$ cat src/rtl/mux_arb_pkg.sv
// Shared types and the round-robin pick function for the 4-way mux arbiter.
// The pick scans ptr, ptr+1, ptr+2, ptr+3 (mod 4) and returns the first requester found.
package mux_arb_pkg;

    localparam int NUM_REQ = 4;
    localparam int SEL_W   = 2;

    typedef enum logic {
        ST_IDLE  = 1'b0,
        ST_GRANT = 1'b1
    } arb_state_t;

    typedef struct packed {
        logic             found;
        logic [SEL_W-1:0] idx;
    } pick_t;

    // Scan from the farthest offset down, so the nearest requester to ptr wins last.
    function automatic pick_t rr_pick(input logic [NUM_REQ-1:0] req,
                                      input logic [SEL_W-1:0]   ptr);
        pick_t            p;
        logic [SEL_W-1:0] cand;
        p = '0;
        for (int i = NUM_REQ - 1; i >= 0; i--) begin
            cand = ptr + SEL_W'(i);
            if (req[cand]) begin
                p.found = 1'b1;
                p.idx   = cand;
            end
        end
        return p;
    endfunction

endpackage

$ cat src/rtl/mux4.sv
// Plain combinational 4:1 mux; the shared datapath the arbiter steers.
module mux4 #(
    parameter int WIDTH = 8
) (
    input  logic [WIDTH-1:0] in0,
    input  logic [WIDTH-1:0] in1,
    input  logic [WIDTH-1:0] in2,
    input  logic [WIDTH-1:0] in3,
    input  logic [1:0]       sel,
    output logic [WIDTH-1:0] out
);

    always_comb begin
        case (sel)
            2'd0:    out = in0;
            2'd1:    out = in1;
            2'd2:    out = in2;
            default: out = in3;
        endcase
    end

endmodule

$ cat src/rtl/mux4_rr_arbiter.sv
// Round-robin arbiter owning a shared mux4; bursts are capped at MAX_BURST beats per grant,
// and a release re-arbitrates in the same edge so back-to-back grants have no bubble.
module mux4_rr_arbiter
    import mux_arb_pkg::*;
#(
    parameter int WIDTH     = 8,
    parameter int MAX_BURST = 4
) (
    input  logic               clk,
    input  logic               rst_n,
    input  logic [3:0]         req,
    input  logic [WIDTH-1:0]   in0,
    input  logic [WIDTH-1:0]   in1,
    input  logic [WIDTH-1:0]   in2,
    input  logic [WIDTH-1:0]   in3,
    input  logic               out_ready,
    output logic [3:0]         gnt,
    output logic [1:0]         sel,
    output logic [WIDTH-1:0]   out_data,
    output logic               out_valid,
    output logic               busy
);

    localparam int CNT_W = 4;
    localparam logic [CNT_W-1:0] LAST_BEAT = CNT_W'(MAX_BURST - 1);

    arb_state_t           r_state, r_state_next;
    logic [SEL_W-1:0]     r_sel, r_sel_next;
    logic [NUM_REQ-1:0]   r_gnt, r_gnt_next;
    logic [SEL_W-1:0]     r_ptr, r_ptr_next;
    logic [CNT_W-1:0]     r_cnt, r_cnt_next;

    logic                 w_busy;
    logic                 w_owner_req;
    logic                 w_valid;
    logic                 w_xfer;
    logic                 w_last;
    logic                 w_release;
    logic [SEL_W-1:0]     w_ptr_after;
    pick_t                w_pick_idle;
    pick_t                w_pick_rel;

    assign w_busy      = (r_state == ST_GRANT);
    assign w_owner_req = req[r_sel];
    assign w_valid     = w_busy & w_owner_req;
    assign w_xfer      = w_valid & out_ready;
    assign w_last      = w_xfer && (r_cnt == LAST_BEAT);
    assign w_release   = w_busy && (!w_owner_req || w_last);
    assign w_ptr_after = r_sel + SEL_W'(1);

    // On release the old owner sits at offset 3 from the new pointer, so it is eligible last.
    assign w_pick_idle = rr_pick(req, r_ptr);
    assign w_pick_rel  = rr_pick(req, w_ptr_after);

    always_comb begin
        r_state_next = r_state;
        r_sel_next   = r_sel;
        r_gnt_next   = r_gnt;
        r_ptr_next   = r_ptr;
        r_cnt_next   = r_cnt;
        case (r_state)
            ST_IDLE: begin
                if (w_pick_idle.found) begin
                    r_state_next = ST_GRANT;
                    r_sel_next   = w_pick_idle.idx;
                    r_gnt_next   = NUM_REQ'(1) << w_pick_idle.idx;
                    r_cnt_next   = '0;
                end
            end
            ST_GRANT: begin
                if (w_release) begin
                    r_ptr_next = w_ptr_after;
                    r_cnt_next = '0;
                    if (w_pick_rel.found) begin
                        r_sel_next = w_pick_rel.idx;
                        r_gnt_next = NUM_REQ'(1) << w_pick_rel.idx;
                    end else begin
                        // sel keeps the last owner while idle
                        r_state_next = ST_IDLE;
                        r_gnt_next   = '0;
                    end
                end else if (w_xfer) begin
                    r_cnt_next = r_cnt + CNT_W'(1);
                end
            end
            default: begin
                r_state_next = ST_IDLE;
                r_gnt_next   = '0;
            end
        endcase
    end

    always_ff @(posedge clk) begin
        if (!rst_n) begin
            r_state <= ST_IDLE;
            r_sel   <= '0;
            r_gnt   <= '0;
            r_ptr   <= '0;
            r_cnt   <= '0;
        end else begin
            r_state <= r_state_next;
            r_sel   <= r_sel_next;
            r_gnt   <= r_gnt_next;
            r_ptr   <= r_ptr_next;
            r_cnt   <= r_cnt_next;
        end
    end

    mux4 #(
        .WIDTH (WIDTH)
    ) u_mux4 (
        .in0 (in0),
        .in1 (in1),
        .in2 (in2),
        .in3 (in3),
        .sel (r_sel),
        .out (out_data)
    );

    assign gnt       = r_gnt;
    assign sel       = r_sel;
    assign busy      = w_busy;
    assign out_valid = w_valid;

endmodule

$ cat config.mk
export PLATFORM = sky130hd
export DESIGN_NAME = mux4_rr_arbiter
export DESIGN_NICKNAME = d
export VERILOG_FILES = /design/src/rtl/mux_arb_pkg.sv /design/src/rtl/mux4.sv /design/src/rtl/mux4_rr_arbiter.sv
export SDC_FILE = /design/constraint.sdc
export NUM_CORES = 1
export LEC_CHECK = 0
export CORE_MARGIN = 4
export CORE_UTILIZATION = 25
export CTS_CLUSTER_DIAMETER = 120
export DETAILED_ROUTE_END_ITERATION = 16
export SLEW_MARGIN = 20
export SYNTH_ARGS = -nofsm -noshare
export SYNTH_HDL_FRONTEND = slang
export SYNTH_SLANG_ARGS = --single-unit
$ cat constraint.sdc
create_clock -name clk -period 3.4 [get_ports clk]
set_input_delay 1.02 -clock clk [delete_from_list [all_inputs] [get_ports clk]]
set_output_delay 1.02 -clock clk [all_outputs]
set_load 0.02 [all_outputs]
==> metrics.md <==
| Metric | Value |
|---|---|
| Status | `completed` |
| DRT Pass-1 Iters | `4` |
| 1st-iter DRT viols | `62` |
| Post-synthesis sequential area ratio | `between 20 and 25%` |
| Clk slew on worst S/H paths | `0.05 ns` |
| Fin Hold WS | `roughly 0.52 ns` |
| Hold_buf cts | `0` |
| Die X | `75.89 µm` |
| Most area-hungry cell type in the Yosys netlist | `dfxtp_1` |
| P&R area growth vs syn | `56.35%` |
| Setup violations, final | `0` |
| Skew final | `a little under 0.003 ns` |
| Top FF cell, synth | `dfxtp_1` |
| Fin crit period | `around 3.2 ns` |
| RSZ-0062 raised after global routing | `false` |
| Design Area, Final | `around 0.0018 mm²` |
| Clk_lat worst skew | `0.25 ns` |
| All-layer global routing usage | `roughly 11%` |
| CTS max path bufs | `2` |
| Avg Inst Size Synth | `slightly below 9 µm²` |
| Final Hold Fails | `0` |
| Die Height | `75.89 µm` |
| Hold path cells | `2` |
| Crit. End Element | `primary output` |
| Cells after Synth | `roughly 130` |
| Vias/cell | `between 4 and 5` |
| Num rows | `24` |
| Initial Util | `a little over a quarter` |
| Setup WS pre-CTS | `-0.05383 ns` |
| Placeable Area | `approximately 0.0044 mm²` |
| Launching point of the worst reg2reg path | `sel[1]` |
| Htree depth | `1` |
| Fill cells | `440` |
| First-pass GRT wire length | `4767 µm` |
| TritonCTS Sinks | `13` |
| Mapped Area | `around 0.0012 mm²` |
| Largest family of logic cells by synthesized area | `compound AO/OA/AOI/OAI gates` |
| LEAKAGE | `between 0.7 and 0.8 nW` |
| Placed Area | `around 0.0018 mm²` |
| Layout cells sized above 1 | `between 10 and 15%` |
| Largest cells by area after synthesis | `dfxtp_1 23%, mux2i_1 10%, a222oi_1 6.9%` |
| Post-synthesis adder-cell area fraction | `5.429%` |
| Simple-Gate Fraction of Synth Area | `between 10 and 15%` |
| CP arrival | `about 2.2 ns` |
| Io pins | `55` |
| WL per Instance | `between 10 and 15 µm` |
| Share of Yosys cell area claimed by the top area cell type | `22.58%` |
| Worst slew margin | `roughly 70%` |
| Reg2reg path depth | `7` |
| CTS tree | `built` |
| Util after Layout | `between 40% and 50%` |
| Flops & latches, synth | `13` |
| Vias in the first global route | `1,047` |
| Design Power | `0.6872 mW` |
| Cell Pwr Density | `roughly 380 mW/mm²` |
| Final HPWL DP | `between 2000 and 3000 µm` |
| Gr ovfl total | `0` |
| Kind of critical path | `in -> out` |
| Library cells used by synthesis | `46` |
| Post-synth EDFFs | `0` |
| Hold crit path type | `reg -> reg` |
| Nets | `approximately 230` |
| Worst Path Max Fanout | `2` |
| Routed WL | `between 3000 and 4000 µm` |
| Syn Nets | `approximately 170` |
| R2R Setup Slk | `about 1.2 ns` |
| Final-report max-slew violation count | `0` |
| Antenna Cells | `0` |
| CP required | `between 2 and 2.5 ns` |
| Post-Synth XOR/XNOR Area | `between 2 and 2.5%` |
| Final setup TNS | `0 ns` |
| Synth Area in Compound Gates | `roughly a third` |
| Placed Instances | `235` |
| Min-Delay Endpoint | `r_ptr[0]` |
| Via count | `approximately 1,200` |
| HP Start | `r_ptr[0]` |
| Fin crit share | `94.83%` |
| Reg2reg end | `gnt[1]` |
| CTS Buf Count | `3` |
| DIE AREA | `about 0.0058 mm²` |
| RD Place Congestion | `about 0.76` |
| Multiplexer area fraction after synthesis | `12.70%` |
| Top cells by count, synth | `15 x inv_1, 13 x dfxtp_1, 12 x mux2i_1` |
| Worst VDD drop | `between 300 and 400 µV` |
| Synth warnings | `0` |
| I/O Buffers | `between 50 and 60` |
| Antenna Nets Post-Route | `0` |
| Post-synth ARST share | `0%` |
| Largest net degree at the start of global routing | `12` |
| Drt drc | `0` |
| Worst Setup Start Kind | `input port` |
| Root buf cell | `clkbuf_8` |
| Maxcap violations | `0` |
| Most frequent cell after synthesis | `inv_1` |
| Fmax | `roughly 310 MHz` |
| Worst slew pin tran | `0.4586 ns` |
| Post-route setup slack | `~0.18 ns` |
| Final Non-Filler Cells | `between 200 and 250` |
| Initial antenna violation count | `0` |
## cells by family (layout without fill, tap and decap cells)
group | Yosys count | in the layout
AO/OA/AOI/OAI | 44 | 44
XOR/XNOR | 3 | 3
adder cells (fa/ha/maj) | 5 | 5
buffers and inverters | 23 | 81
flip-flops | 13 | 13
multiplexers | 14 | 14
AND/OR/NAND/NOR | 27 | 27
## critical path, cell delays in order
cell and delay, ns:
clkdlybuf4s50_1 0.42, mux2_4 0.30, o2bb2ai_4 0.13, dlygate4sd2_1 0.33
## what timing repair did
item	CTS	global route
setup buffers	0	0
resized for setup	9	0
hold endpoints to repair	0	0
setup endpoints to repair	9	0
## power breakdown
group	leakage (nW)	switching [mW]	internal [mW]
Combinational	0.614	0.184	0.179
Sequential	0.107	0.0156	0.169
Clock	0.0228	0.0576	0.0829
Total	0.743	0.257	0.431
## worst max-delay path by stage
stage,start,to,depth (start not counted)
2_1_floorplan,req[1],out_valid,3
3_3_place_gp,in2[5],out_data[5],4
3_5_place_dp,in2[7],out_data[7],4
4_1_cts,req[0],out_valid,4
5_1_grt,in2[7],out_data[7],4
6_report,req[0],out_valid,4
## routing by layer
| metal | track usage [%] | vias up | share of wire, % |
|---|---|---|---|
| li1 | - | 598 | - |
| met1 | 11.81 | 531 | 42 |
| met2 | 19.11 | 48 | 44 |
| met3 | 4.222 | 4 | 14 |
| met4 | 3.495 | 0 | 0.73 |
| met5 | 0 | - | 0 |
## state kept, by name (all words and copies together) (netlist names)
name / cells
gnt: 4
r_cnt: 4
r_ptr: 2
sel: 2
busy: 1
## placed cells by master, fill, tap and decap left out, types with 2 or more instances in the layout
master            n
a21oi_1           9
a222oi_1          8
xnor2_1           2
clkbuf_8          3
clkdlybuf4s50_1  45
buf_4             8
ha_1              5
dfxtp_1          13
nor2_1           11
dlygate4sd2_1     9
nand2_1           5
o221ai_1          2
mux2i_1          12
o2bb2ai_1         2
inv_1            15
o21ai_0           7
## final cells by class
cell class	instances	area, µm²	share of cell area (%)
Multi-Input combinational cell	93	785.8	43.61
Clock buffer	4	45.04	2.500
Tap cell	52	65.06	3.611
Sequential cell	13	260.3	14.44
Timing Repair Buffer	62	589.3	32.71
Inverter	15	56.30	3.125
Note: power is estimated with default switching activity, not from simulation.
